--- src/rtl/window2d_reframer.sv ---
// window2d_reframer
//
// Rebuilds a full raster frame from the interior-only result stream of a
// WIN_SIZE x WIN_SIZE window filter. Results are buffered in a small FIFO.
// BORDER_VAL is inserted at every position the window cannot cover, and the
// output is a ready/valid raster that carries start-of-frame and end-of-line
// markers.
//
// Optional feature (compile-time macro WINDOW2D_REFRAMER_CROP_EN):
//   defined   - only the interior (IMG_W-2H) x (IMG_H-2H) raster is emitted.
//               Every beat is a FIFO pop, and BORDER_VAL is never selected.
//   undefined - the full IMG_W x IMG_H raster is emitted, with border pixels.
//
// Ports:
//   clk        rising-edge clock
//   rst        asynchronous active-high reset; flushes the FIFO and the frame
//   res_valid  a filter result is present (upstream cannot be stalled)
//   res_pixel  filter result value
//   out_valid  output beat present
//   out_ready  downstream accepts the beat
//   out_pixel  output pixel
//   out_sof    beat is pixel (0,0) of the frame
//   out_eol    beat is the last pixel of its line
//   overflow   sticky: a result arrived while the FIFO was full and was lost

module window2d_reframer #(
   parameter int                DATA_W     = 8,
   parameter int                IMG_W      = 640,
   parameter int                IMG_H      = 480,
   parameter int                WIN_SIZE   = 3,
   parameter int                FIFO_DEPTH = 16,
   parameter logic [DATA_W-1:0] BORDER_VAL = '0
) (
   input  logic              clk,
   input  logic              rst,
   input  logic              res_valid,
   input  logic [DATA_W-1:0] res_pixel,
   output logic              out_valid,
   input  logic              out_ready,
   output logic [DATA_W-1:0] out_pixel,
   output logic              out_sof,
   output logic              out_eol,
   output logic              overflow
);

   localparam int H = (WIN_SIZE - 1) / 2;

`ifdef WINDOW2D_REFRAMER_CROP_EN
   localparam int OUT_W = IMG_W - 2 * H;
   localparam int OUT_H = IMG_H - 2 * H;
`else
   localparam int OUT_W = IMG_W;
   localparam int OUT_H = IMG_H;
`endif

   localparam int COL_W = $clog2(IMG_W);
   localparam int ROW_W = $clog2(IMG_H);
   localparam int PTR_W = $clog2(FIFO_DEPTH);
   localparam int CNT_W = PTR_W + 1;

   localparam logic [COL_W-1:0] COL_LAST = COL_W'(OUT_W - 1);
   localparam logic [ROW_W-1:0] ROW_LAST = ROW_W'(OUT_H - 1);
   localparam logic [CNT_W-1:0] CNT_FULL = CNT_W'(FIFO_DEPTH);
   localparam logic [CNT_W-1:0] CNT_ONE  = CNT_W'(1);

`ifndef WINDOW2D_REFRAMER_CROP_EN
   localparam logic [COL_W-1:0] COL_LO = COL_W'(H);
   localparam logic [COL_W-1:0] COL_HI = COL_W'(IMG_W - 1 - H);
   localparam logic [ROW_W-1:0] ROW_LO = ROW_W'(H);
   localparam logic [ROW_W-1:0] ROW_HI = ROW_W'(IMG_H - 1 - H);
`endif

   typedef enum logic {
      IDLE,
      STREAM
   } state_t;

   state_t state, state_next;

   // row/col is the position of the beat currently presented (or awaited).
   logic [ROW_W-1:0]  row, row_next;
   logic [COL_W-1:0]  col, col_next;

   logic [DATA_W-1:0] mem [FIFO_DEPTH];
   logic [PTR_W-1:0]  rd_ptr, wr_ptr, rd_ptr_inc;
   logic [CNT_W-1:0]  count, count_next;
   logic [DATA_W-1:0] head_next;

   logic accept, pop, push, at_last;
   logic cur_border, next_border;

   logic              out_valid_next;
   logic [DATA_W-1:0] out_pixel_next;
   logic              out_sof_next;
   logic              out_eol_next;

`ifdef WINDOW2D_REFRAMER_CROP_EN
   assign cur_border  = 1'b0;
   assign next_border = 1'b0;
`else
   function automatic logic border_at(input logic [ROW_W-1:0] r,
                                      input logic [COL_W-1:0] c);
      return (r < ROW_LO) || (r > ROW_HI) || (c < COL_LO) || (c > COL_HI);
   endfunction

   assign cur_border  = border_at(row, col);
   assign next_border = border_at(row_next, col_next);
`endif

   // Raster position advance on every accepted beat.
   always_comb begin
      accept   = out_valid && out_ready;
      at_last  = (row == ROW_LAST) && (col == COL_LAST);
      row_next = row;
      col_next = col;
      if (accept) begin
         if (col == COL_LAST) begin
            col_next = '0;
            row_next = (row == ROW_LAST) ? '0 : row + 1'b1;
         end else begin
            col_next = col + 1'b1;
         end
      end
   end

   // FIFO control. A push is allowed while the FIFO is full if a pop frees a
   // slot in the same cycle. head_next is the FIFO head as it will be after
   // this edge. It is used to preload the output register, so that interior
   // pixels stream at full rate. When the FIFO drains, the value arriving this
   // cycle becomes the head.
   always_comb begin
      pop        = accept && !cur_border;
      push       = res_valid && ((count != CNT_FULL) || pop);
      rd_ptr_inc = rd_ptr + 1'b1;
      count_next = count;
      if (push && !pop) begin
         count_next = count + 1'b1;
      end else if (pop && !push) begin
         count_next = count - 1'b1;
      end
      head_next = res_pixel;
      if (pop) begin
         if (count > CNT_ONE) begin
            head_next = mem[rd_ptr_inc];
         end
      end else if (count != '0) begin
         head_next = mem[rd_ptr];
      end
   end

   always_ff @(posedge clk or posedge rst) begin
      if (rst) begin
         state <= IDLE;
         row   <= '0;
         col   <= '0;
      end else begin
         state <= state_next;
         row   <= row_next;
         col   <= col_next;
      end
   end

   always_comb begin
      state_next = state;
      case (state)
         IDLE:    if (count != '0) state_next = STREAM;
         STREAM:  if (accept && at_last) state_next = IDLE;
         default: state_next = IDLE;
      endcase
   end

   // The output register reloads whenever it is not holding an unaccepted
   // beat. While a beat is pending, every field stays frozen. An interior
   // position with an empty FIFO reloads each cycle until data shows up.
   always_comb begin
      out_valid_next = out_valid;
      out_pixel_next = out_pixel;
      out_sof_next   = out_sof;
      out_eol_next   = out_eol;
      if (!(out_valid && !out_ready)) begin
         if (state_next == IDLE) begin
            out_valid_next = 1'b0;
            out_pixel_next = '0;
            out_sof_next   = 1'b0;
            out_eol_next   = 1'b0;
         end else begin
            out_sof_next = (row_next == '0) && (col_next == '0);
            out_eol_next = (col_next == COL_LAST);
            if (next_border) begin
               out_valid_next = 1'b1;
               out_pixel_next = BORDER_VAL;
            end else begin
               out_valid_next = (count_next != '0);
               out_pixel_next = head_next;
            end
         end
      end
   end

   always_ff @(posedge clk or posedge rst) begin
      if (rst) begin
         out_valid <= 1'b0;
         out_pixel <= '0;
         out_sof   <= 1'b0;
         out_eol   <= 1'b0;
      end else begin
         out_valid <= out_valid_next;
         out_pixel <= out_pixel_next;
         out_sof   <= out_sof_next;
         out_eol   <= out_eol_next;
      end
   end

   always_ff @(posedge clk or posedge rst) begin
      if (rst) begin
         rd_ptr   <= '0;
         wr_ptr   <= '0;
         count    <= '0;
         overflow <= 1'b0;
      end else begin
         if (pop)  rd_ptr <= rd_ptr_inc;
         if (push) wr_ptr <= wr_ptr + 1'b1;
         count <= count_next;
         if (res_valid && !push) overflow <= 1'b1;
      end
   end

   // Storage needs no reset; the pointers define what is valid.
   always_ff @(posedge clk) begin
      if (push) mem[wr_ptr] <= res_pixel;
   end

endmodule

--- config.mk ---
export PLATFORM = sky130hd
export DESIGN_NAME = window2d_reframer
export DESIGN_NICKNAME = d
export VERILOG_FILES = /design/src/rtl/window2d_reframer.sv
export SDC_FILE = /design/constraint.sdc
export NUM_CORES = 1
export LEC_CHECK = 0
export ABC_AREA = 1
export BUFFER_PORTS_ARGS = -buffer_cell sky130_fd_sc_hd__buf_4
export CELL_PAD_IN_SITES_DETAIL_PLACEMENT = 1
export CELL_PAD_IN_SITES_GLOBAL_PLACEMENT = 2
export CORE_MARGIN = 10
export CORE_UTILIZATION = 42
export CTS_CLUSTER_SIZE = 30
export DETAILED_ROUTE_END_ITERATION = 7
export GPL_TIMING_DRIVEN = 0
export PLACE_DENSITY_LB_ADDON = 0.2
export SLEW_MARGIN = 20
export SYNTH_ARGS = -nofsm -noshare
export SYNTH_HDL_FRONTEND = slang
export SYNTH_SLANG_ARGS = --single-unit
export TNS_END_PERCENT = 10
--- constraint.sdc ---
create_clock -name clk -period 4.8 [get_ports clk]
set_clock_uncertainty 0.05 [all_clocks]
set_input_delay 0.96 -clock clk [delete_from_list [all_inputs] [get_ports clk]]
set_output_delay 0.96 -clock clk [all_outputs]
set_load 0.005 [all_outputs]
# After elaboration in Yosys (flattened, before gate mapping)
# Memories as Yosys holds them, arrays and structs flattened.
# Index checks and enable logic that the tools add are counted.
[op_classes] addsub=6 order_cmp=9 eq_ne=4 n_mux=21 bitwise_logic=1 n_reduce_logical=25
[op_table] cell="$mux 8" n=5
[op_table] cell="$mux 9" n=3
[op_table] cell="$eq 10x10->1 const B" n=2
[op_table] cell="$gt 10x10->1 const B" n=2
[op_table] cell="$lt 10x1->1 const B" n=2
[op_table] cell="$mux 10" n=2
[op_table] cell="$gt 9x9->1 const B" n=2
[op_table] cell="$lt 9x1->1 const B" n=2
[op_table] cell="$add 10x1->10 const B" n=1
[op_table] cell="$logic_and 1x1->1" n=10
[op_table] cell="$logic_not 10->1" n=1
[op_table] cell="$mux 5" n=2
[op_table] cell="$reduce_bool 5->1" n=2
[op_table] cell="$add 9x1->9 const B" n=1
[op_table] cell="$eq 9x9->1 const B" n=1
[op_table] cell="$logic_not 9->1" n=1
[op_table] cell="$add 4x1->4 const B" n=2
[op_table] cell="$mux 1" n=8
[op_table] cell="$logic_or 1x1->1" n=7
[op_table] cell="$add 5x1->5 const B" n=1
[op_table] cell="$gt 5x1->1 const B" n=1
[op_table] cell="$ne 5x5->1 const B" n=1
[op_table] cell="$sub 5x1->5 const B" n=1
[op_table] cell="$logic_not 1->1" n=4
[op_table] cell="2 further kinds" n=2
[totals] regBits=45 ram_bits=128 in_bits=12 out_inout_bits=12 elab_cells=78 memories=1
[memory_table] name="mem" depth=16 width=8 read_ports=2 rd_clocked_by_memory_dff=0 wr=1 line_no="84" source="logic [DATA_W-1:0] mem [FIFO_DEPTH];"

# Depth between registers and ports, before layout
[logic_depth] word_depth=15 mapped_depth=17 mapped_depth_nobuf=17

# Least setup slack after synthesis
# Ideal clock, no wire load.
[synth_path] path_kind="input to register" from="input out_ready" to="memory mem[11][0] (enable)" setup_time_ns=0.383 arrival_ns=2.228 required_ns=4.367 setup_slack_ns=2.139 stages=6 path_buffers=0 path_cell_list="nand2_2 -> nor2_1 -> nand3_2 -> nand3_1 -> nand2_1 -> nor3_1"
[synth_via] elab_chain_len=6
[synth_rtl] item="start: declaration" line_no="39" source="input logic out_ready,"
[synth_rtl] item="$logic_and 1x1->1" line_no="112" source="accept = out_valid && out_ready;"
[synth_rtl] item="$logic_and 1x1->1" line_no="132" source="pop = accept && !cur_border;"
[synth_rtl] item="$logic_or 1x1->1" line_no="133" source="push = res_valid && ((count != CNT_FULL) || pop);"
[synth_rtl] item="$logic_and 1x1->1" line_no="133"
[synth_rtl] item="$mux 1" line_no="230" source="if (push) mem[wr_ptr] <= res_pixel;"
[synth_rtl] item="$mux 1 (not written as such)" line_no="230"
[synth_rtl] item="end: declaration" line_no="84"
# Every way passes these cells.

# Worst setup path in the final report
[layout_path] from="register col[0]" to="memory mem[9][4] (enable)"
[layout_via] elab_chain_len=9 word_cells_on_any_way=10 cone_classes="order compare: 2; mux: 2; reduce/logical: 6"
[layout_rtl] item="start: declaration" line_no="82" source="logic [COL_W-1:0] col, col_next;"
[layout_rtl] item="start signal: assignment" line_no="159" source="col <= col_next;"
[layout_rtl] item="$lt 10x1->1" line_no="103" source="return (r < ROW_LO) || (r > ROW_HI) || (c < COL_LO) || (c > COL_HI);"
[layout_rtl] item="$logic_or 1x1->1" line_no="103"
[layout_rtl] item="$logic_or 1x1->1 (*)" line_no="103"
[layout_rtl] item="$logic_not 1->1 (*)" line_no="132"
[layout_rtl] item="$logic_and 1x1->1 (*)" line_no="132"
[layout_rtl] item="$logic_or 1x1->1 (*)" line_no="133"
[layout_rtl] item="$logic_and 1x1->1 (*)" line_no="133"
[layout_rtl] item="$mux 1 (*)" line_no="230"
[layout_rtl] item="$mux 1 (not written as such) (*)" line_no="230"
# Every way passes the cells marked *; elsewhere a longest branch is shown, timed or not.

==> impl_metrics.toml <==
[setup_path]
cp_num_cells = 11
worst_r2r_src = "col[0]"
critPathBufInv = 2
path_common_cell = "nor2_1"
slowest_delay_ps = 910
critPathTopFamily = "simple AND/OR/NAND/NOR gates"
critical_path_arrival_ps = 3590
setup.worst_path.end = "mem[9][4]"
setup_slack_of_the_worst_register_to_register_path_ps = 1210
crit_required_ps = 4800
critical_path.slowest_cell = "nor2_1"
type_of_the_worst_setup_path = "reg2reg"
timing.critical_path.to_type = "flip-flop"
cp-start-kind = "flip-flop"
worstPathMaxFanout = 8
timing.reg2reg.worst_path_depth = 11
cp-startpoint = "col[0]"
cp_cell_sequence = "inv_1 -> ha_1 -> nand3_1 -> nor2_1 -> nor2_1 -> nand3_2 -> nand3_1 -> nand2_1 -> inv_2 -> nand2_1 -> nor2_1"
timing.rr.end = "mem[9][4]"

[route]
wire_per_inst_microns = 22.5
detail_route.vias_per_cell = 5.70
number_of_drc_violations_after_detailed_routing_iteration_0 = 795
postRouteAntennaNets = 0
drt_wl_total_mm = 33.5
drt-pass1-iter-count = 5
detail_route.drc_violations = 0
via_count = 8470

[logic_synthesis]
synth_top_cell_by_area = "edfxtp_1"
synth_nets = 1175
synthesis.area_sq_um = 9510
ff_latch_count_synth = 173
synth_edf_count = 128
yosysTopAreaCellShare = 0.404
syn-instance-count = 1150
synth_common_cells = "nand2_1, nand3_1, edfxtp_1"
ys_async_sr_fraction = 0.260
synth_area_per_cell_sq_um = 8.27
synth_cell_types = 35
seq_area_frac_synth = 0.523
top_count_cell_post_synth = "nand2_1"
synthTopCellsByArea = "edfxtp_1, nand2_1, dfrtp_1"
synthesis.yosys.warnings = 0
dominantRegCellSynth = "edfxtp_1"

[global_routing]
grtUsageTotal = 0.235
grt_max_degree = 29
grt_first_pass_wirelength_mm = 51.5
gr-total-overflow = 0
first_global_vias = 8785
antenna_found_initial = 0

[sta]
finalCritPeriodShare = 0.748
min_period_ps = 3590
fin_tns_setup_ps = 0
grt_setup_unrepaired = "no"
tightest_slew_ps = 1170
finalSetupViolations = 0
timing.final.hold_violations = 0
max_freq_mhz = 279
worst_slew_margin_rel = 0.218
slew_viol_final = 0

[min_path]
worst_hold_startpoint = "out_pixel[5]"
worst_hold_path_type = "reg2reg"

[placement]
hpwl_mm = 24.2
dp.cells = 1455
finalWeightedCongestion = 0.924
count_of_input_and_output_buffers = 23

[clocking]
post-cts-setup-buffers = 0
cts_max_level = 4
clkSinkCount = 173
cts-hold-fix-buffers = 0
root_buffer = "clkbuf_16"
cts_resized = 0
tritoncts = "done"
worst_skew_late_latency_ps = 440
cts.reportedPaths.clkPinSlew_ps = 70
cts_buf_count = 17
clockBufferDepth = 2

[layout]
area.growth.synth_to_final_pct = 11.9
final_layout_size_suffix_gt1_frac = 0.0829
layout.filler_cells = 2669
diodes = 0
fin_cells = 1487
finish.net_count = 1219

[floorplanning]
floorplan.die.height_microns = 170
std_cell_rows = 54
initial_util = 0.432
die_span_x_microns = 170
die_area_sq_um = 29000
io_pins = 24
floorplan.core_area_sq_um = 22000

[power]
vdd_drop_max_mv = 0.214
totalPowerFinal_mw = 5.01
power_density_nw_per_um2 = 471
cellLeakagePower_nw = 4.50

[flow_run]
max-cap-violations = 0

[status]
run_status = "complete, no violations"
==> stage by stage <==
| stage | hold slack (ps) | area [sq um] | utilization | setup slack [ps] |
|---|---|---|---|---|
| after floorplan | 418 | 9510 | - | 2140 |
| after global placement | 415 | 10000 | 0.455 | 848 |
| after detailed placement | 418 | 10100 | 0.457 | 832 |
| after CTS | 437 | 10600 | 0.483 | 1250 |
| after global routing | 462 | 10600 | 0.483 | 943 |
| final | 429 | 10600 | 0.483 | 1210 |
==> metal layers <==
layer / GRT usage / share of wire
met5: 0 / 0
met4: 0.0679 / 0.021
met3: 0.0530 / 0.072
met2: 0.377 / 0.46
met1: 0.312 / 0.45
==> area by class of cell <==
cell class / instances / area [sq um] / area share
Buffer: 54 / 216 / 0.0204
Clock inverter: 8 / 51.3 / 0.00482
Timing Repair Buffer: 25 / 208 / 0.0195
Inverter: 116 / 438 / 0.0412
Sequential cell: 173 / 4970 / 0.467
Clock buffer: 24 / 503 / 0.0473
Tap cell: 280 / 350 / 0.0329
Multi-Input combinational cell: 807 / 3900 / 0.367
==> worst min path at each step <==
stage,endpoint,slack (ps),cells past startpoint
2_1_floorplan,overflow,420,1
4_1_cts,out_pixel[5],440,2
6_report,out_pixel[5],430,2
3_3_place_gp,out_pixel[3],420,2
5_1_grt,overflow,460,1
3_5_place_dp,out_pixel[5],420,2
==> tightest hold or removal path: cells and delay by family, from the launching register on <==
| family | cells | cell delay (ps) |
|---|---|---|
| flip-flops | 1 | 340 |
| AND/OR/NAND/NOR | 2 | 100 |
==> placed cells by master (no fill, tap or decap), drive strengths merged, types with 13 or more instances in the layout <==
cell,instances
a31oi,27
nor2,120
o211ai,15
buf,52
a21oi,78
ha,13
inv,118
clkbuf,51
nand3,136
dfrtp,45
o21ai,55
nand2,323
edfxtp,128
==> power breakdown <==
part	leakage, nW	internal [mW]	switching, mW
clock	0.279	0.737	0.623
sequential	1.67	1.81	0.132
combinational	2.54	0.480	1.23
==> kinds of logic (layout without fill, tap and decap cells) <==
| group | after synthesis | count (layout) | share of synthesized area |
|---|---|---|---|
| buffers and inverters | 170 | 227 | 0.0688 |
| AOI/OAI and AO/OA | 188 | 188 | 0.111 |
| DFF | 173 | 173 | 0.523 |
| adders and majority gates | 13 | 13 | 0.0171 |
| muxes | 1 | 1 | 0.00105 |
| and+or+nand+nor | 594 | 594 | 0.269 |
| xor gates and xnor gates | 11 | 11 | 0.0101 |
==> sequential cells by signal (all words and copies together) (netlist names), 4 cells and up <==
name	count
row	9
mem	128
wr_ptr	4
count	5
col	10
rd_ptr	4
out_pixel	8
Note: power is estimated with default switching activity, not from simulation.
